File: src/rtl/if_stage.sv
// Instruction-fetch stage with IF/ID pipeline register: owns the PC, handles
// load-use stalls, branch flushes and halt draining ahead of the decoder.
module if_stage #(
    parameter int unsigned PC_W         = 9,
    parameter int unsigned INS_W        = 32,
    parameter int unsigned RESET_PC     = 0,
    parameter int unsigned DRAIN_CYCLES = 3
) (
    input  logic             clk,
    input  logic             reset,
    input  logic             stall,
    input  logic             branch_taken,
    input  logic [PC_W-1:0]  branch_target,
    input  logic             halt,
    output logic [PC_W-1:0]  imem_addr,
    input  logic [INS_W-1:0] imem_rdata,
    output logic [PC_W-1:0]  ifid_pc,
    output logic [INS_W-1:0] ifid_instr,
    output logic [6:0]       ifid_opcode,
    output logic             ifid_valid,
    output logic             halted
);

    // Counter only needs to hold DRAIN_CYCLES-1.
    localparam int unsigned CNT_W = (DRAIN_CYCLES > 1) ? $clog2(DRAIN_CYCLES) : 1;
    // addi x0,x0,0; an all-zero word would decode as halt, so bubbles use this.
    localparam logic [INS_W-1:0] NOP = INS_W'(32'h0000_0013);

    typedef enum logic [1:0] {
        S_RUN     = 2'd0,
        S_DRAIN   = 2'd1,
        S_HALTED  = 2'd2
    } state_t;

    state_t             state_q, state_d;
    logic [PC_W-1:0]    pc_q, pc_d;
    logic [PC_W-1:0]    ifid_pc_q, ifid_pc_d;
    logic [INS_W-1:0]   ifid_instr_q, ifid_instr_d;
    logic               ifid_valid_q, ifid_valid_d;
    logic               halted_q, halted_d;
    logic [CNT_W-1:0]   cnt_q, cnt_d;

    // State and pipeline registers, asynchronously reset.
    always_ff @(posedge clk or posedge reset) begin
        if (reset) begin
            state_q      <= S_RUN;
            pc_q         <= PC_W'(RESET_PC);
            ifid_pc_q    <= '0;
            ifid_instr_q <= NOP;
            ifid_valid_q <= 1'b0;
            halted_q     <= 1'b0;
            cnt_q        <= '0;
        end else begin
            state_q      <= state_d;
            pc_q         <= pc_d;
            ifid_pc_q    <= ifid_pc_d;
            ifid_instr_q <= ifid_instr_d;
            ifid_valid_q <= ifid_valid_d;
            halted_q     <= halted_d;
            cnt_q        <= cnt_d;
        end
    end

    // Next-state: branch beats stall beats halt beats a normal fetch.
    always_comb begin
        state_d      = state_q;
        pc_d         = pc_q;
        ifid_pc_d    = ifid_pc_q;
        ifid_instr_d = ifid_instr_q;
        ifid_valid_d = ifid_valid_q;
        halted_d     = halted_q;
        cnt_d        = cnt_q;

        case (state_q)
            S_RUN: begin
                if (branch_taken) begin
                    pc_d         = branch_target;
                    ifid_instr_d = NOP;
                    ifid_valid_d = 1'b0;
                end else if (stall) begin
                    pc_d = pc_q;
                end else if (halt && ifid_valid_q) begin
                    ifid_instr_d = NOP;
                    ifid_valid_d = 1'b0;
                    cnt_d        = CNT_W'(DRAIN_CYCLES - 1);
                    state_d      = S_DRAIN;
                end else begin
                    ifid_instr_d = imem_rdata;
                    ifid_pc_d    = pc_q;
                    ifid_valid_d = 1'b1;
                    pc_d         = pc_q + PC_W'(4);
                end
            end
            S_DRAIN: begin
                ifid_instr_d = NOP;
                ifid_valid_d = 1'b0;
                if (branch_taken) begin
                    // An older branch in EX invalidates the halting instruction.
                    pc_d    = branch_target;
                    state_d = S_RUN;
                end else if (cnt_q == '0) begin
                    state_d  = S_HALTED;
                    halted_d = 1'b1;
                end else begin
                    cnt_d = cnt_q - CNT_W'(1);
                end
            end
            S_HALTED: begin
                ifid_instr_d = NOP;
                ifid_valid_d = 1'b0;
                halted_d     = 1'b1;
            end
            default: begin
                state_d = S_RUN;
            end
        endcase
    end

    // Outputs come straight from registers.
    assign imem_addr   = pc_q;
    assign ifid_pc     = ifid_pc_q;
    assign ifid_instr  = ifid_instr_q;
    assign ifid_opcode = ifid_instr_q[6:0];
    assign ifid_valid  = ifid_valid_q;
    assign halted      = halted_q;

endmodule

File: config.mk
export PLATFORM = sky130hd
export DESIGN_NAME = if_stage
export DESIGN_NICKNAME = d
export VERILOG_FILES = /design/src/rtl/if_stage.sv
export SDC_FILE = /design/constraint.sdc
export NUM_CORES = 1
export LEC_CHECK = 0
export ABC_AREA = 1
export BUFFER_PORTS_ARGS = -buffer_cell sky130_fd_sc_hd__buf_2
export CAP_MARGIN = 10
export CORE_UTILIZATION = 45
export DETAILED_ROUTE_END_ITERATION = 6
export PLACE_DENSITY = 0.79
export SETUP_SLACK_MARGIN = 0.05
export SYNTH_ARGS = -nofsm -noshare
export SYNTH_HDL_FRONTEND = slang
export SYNTH_SLANG_ARGS = --single-unit
File: constraint.sdc
create_clock -name clk -period 1.74 [get_ports clk]
set_input_delay 0.261 -clock clk [delete_from_list [all_inputs] [get_ports clk]]
set_output_delay 0.261 -clock clk [all_outputs]
set_load 0.02 [all_outputs]
==> key figures <==
Outcome
  • Status: complete, no violations

Logic synthesis
  • Yosys warnings: 0
  • Post-synth EDFFs: 0
  • Post-synth ARST share: 100%
  • Register area share after synthesis: 51.3%
  • Unique cell type count in the Yosys netlist: 23
  • Post-synth top flop: dfrtp_1
  • Top cells by area, synth: dfrtp_1, nand2_1, nand4_1
  • Commonest cells in the netlist: nand2_1, dfrtp_1, nand4_1
  • Top cell type's share of synthesized area: 48.4%
  • Cells after Synth: 326
  • Largest area contributor in the netlist: dfrtp_1
  • Avg Inst Size Synth: 8.40 sq um
  • Number of synthesized register bits: 56
  • Net Count, Synth: 379
  • Cell with the most instances after synthesis: nand2_1
  • Synth Cell Area: 2740 sq um

Route
  • ANT nets after route: 0
  • Initial DRC Count: 145
  • WL/cell: 13.4 microns
  • Drt first pass iters: 6
  • Via/cell ratio: 5.21
  • DRC: 0
  • WL final: 6.79 mm
  • Via count: 2646

Global route
  • First-pass GRT wire length: 10.7 mm
  • Initial antenna violation count: 0
  • Largest net degree at the start of global routing: 37
  • Vias in the first global route: 2352
  • Gr ovfl total: 0
  • GRT Util Overall: 21.2%

Worst setup path
  • Critical path buffers and inverters: 4
  • Slowest cell on crit path: dfrtp_1
  • WP data required: 1990 ps
  • CP Cell Sequence: inv_1 -> ha_4 -> inv_1 -> a21oi_4 -> buf_6 -> buf_8 -> nand4_1 -> nand2_1
  • Top cell family by delay on the critical path: buffers and inverters
  • Nature of the critical path endpoint: register
  • Crit-path max FO: 9
  • Kind of critical path: reg2reg
  • Slowest cell delay on critical path: 360 ps
  • Worst EP arrival: 1830 ps
  • CP Launch Type: register
  • CP most frequent cell: inv_1

Clocking
  • H-tree Lvls: 2
  • CTS Buf Count: 5
  • Clk slew on worst S/H paths: 100 ps
  • Max clock buf depth: 2
  • Clk sinks: 56
  • Root buffer cell: clkbuf_8
  • Skew-Pair Late Insertion Delay: 300 ps
  • CTS tree: built

Pwr
  • Pwr/cell area: 2150 nW/um^2
  • Pleak: 2.01 nW
  • Worst VDD drop: 0.000975 V
  • Total chip power: 7.61 mW

Floorplanning
  • Chip height: 80.0 microns
  • Initial core utilization: 46.5%
  • Core area: 5890 sq um
  • Row Count: 28
  • Die Area: 6400 sq um
  • Die X: 80.0 microns
  • I/O pins: 105

STA
  • Tmin final: 1590 ps
  • Final hold violations: 0
  • Post-Route Setup TNS: 0 ps
  • Clk_skew: 6.39 ps
  • Peak Freq: 0.630 GHz
  • RSZ-0062 raised after global routing: false
  • Setup Viol. Count Final: 0
  • Slew headroom: 74.7%
  • Final period util: 91.2%
  • Worst slew pin tran: 378 ps
  • Slew Viols, Final: 0

Worst hold path
  • Worst min path class: in2reg

Placed design
  • RePlAce Congestion: 0.810
  • Detail Placement HPWL: 4.83 mm
  • I/O Buffers: 104

Cells and area
  • Share of layout cells above drive strength 1: 33.7%
  • FILL cells: 550
  • Layout Area Growth over Synthesis: 29.5%
  • NumNets Final: 485
  • # diodes: 0

Flow run
  • Max Cap Viol: 0
area by class of cell:
cell class	instances	area (sq um)	area share (%)
timing repair buffer	120	701	19.8
clock inverter	2	38.8	1.09
tap	75	93.8	2.65
clock buffer	6	82.6	2.33
inverter	26	105	2.96
sequential	56	1410	39.6
multi-input combinational	223	1120	31.6
path summary, 6_finish.rpt:
| check | start | to | slack [ps] | cells past startpoint |
|---|---|---|---|---|
| setup / recovery | state_q[0]$_DFFE_PP0P_ | ifid_instr[24]$_DFFE_PP0P_ | 150 | 8 |
| hold / removal | branch_target[1] | imem_addr[1]$_DFFE_PP0P_ | 190 | 2 |
| setup reg to reg | state_q[0]$_DFFE_PP0P_ | ifid_instr[24]$_DFFE_PP0P_ | 150 | 8 |
| hold reg to reg | ifid_pc[0]$_DFFE_PP0P_ | ifid_pc[0]$_DFFE_PP0P_ | 470 | 2 |
| max in group asynchronous | reset | ifid_instr[0]$_DFFE_PP1P_ | 710 | 4 |
| min in group asynchronous | reset | ifid_pc[6]$_DFFE_PP0P_ | 480 | 3 |
registers in the layout (all words and copies together), names as in the netlist:
| signal | cells |
|---|---|
| ifid_valid | 1 |
| ifid_instr | 32 |
| ifid_pc | 9 |
| state_q | 2 |
| halted | 1 |
| imem_addr | 9 |
| cnt_q | 2 |
worst reg2reg max path, delay by kind of cell (launching register included):
kind / cells / cell delay [ps]
buffers and inverters: 4 / 450
adders and majority gates: 1 / 290
and+or+nand+nor: 2 / 180
DFF: 1 / 360
AOI/OAI and AO/OA: 1 / 240
cells by family (layout without fill, tap and decap cells):
group	count (synthesis)	after routing	synth area share [%]
flip-flops	56	56	51.3
AO/OA/AOI/OAI	28	28	5.53
multiplexers	2	2	0.823
AND/OR/NAND/NOR	186	186	30.2
buffers and inverters	47	154	8.96
adder cells (fa/ha/maj)	7	7	3.20
placed cells by master, fill, tap and decap left out:
master / count
bufinv_16: 1
dfrtp_1: 53
clkbuf_16: 1
clkbuf_8: 6
buf_8: 1
o21ai_1: 12
nor4_1: 3
buf_12: 2
dfstp_2: 3
clkinv_4: 1
a21oi_4: 1
nor2_2: 2
mux2_2: 2
a21oi_1: 5
inv_1: 22
nand4_1: 31
buf_6: 2
nor2_4: 3
ha_4: 2
inv_2: 3
nand2_1: 116
dlygate4sd3_1: 1
o21ai_0: 10
nor2_1: 15
inv_8: 1
nand2_2: 2
buf_2: 104
nand3_1: 14
buf_4: 9
ha_1: 5
metal layers:
metal,GRT usage (%),part of all wire (%),vias to the layer above
li1,-,-,1271
met1,27.5,44,1270
met2,36.2,49,101
met3,4.23,6.5,4
met4,5.18,0.56,0
met5,0,0,-
report_power, final:
part	switching, mW	internal, mW
logic	2.82	1.56
registers	0.404	1.93
clock network	0.427	0.472
total	3.65	3.97
what timing repair did:
item | 4_1_cts | 5_1_grt
gates cloned | 0 | 1
setup buffers | 0 | 3
gates resized for setup | 1 | 11
endpoints found under the setup margin | 1 | 39
endpoints found under the hold margin | 14 | 0
hold buffers | 1 | 0
pin swaps | 0 | 2
stage by stage:
step | std cells | hold WS [ps] | utilization [%] | area (sq um) | setup slack (ps)
final | 508 | 187 | 60.2 | 3550 | 153
after global routing | 508 | 179 | 60.2 | 3550 | 49.4
after global placement | 495 | 267 | 56.1 | 3300 | 131
after CTS | 504 | 180 | 58.4 | 3440 | 106
after floorplan | 326 | 411 | - | 2740 | 113
after detailed placement | 495 | 263 | 56.1 | 3300 | 68.3
Power figures use the tool's default switching activity.
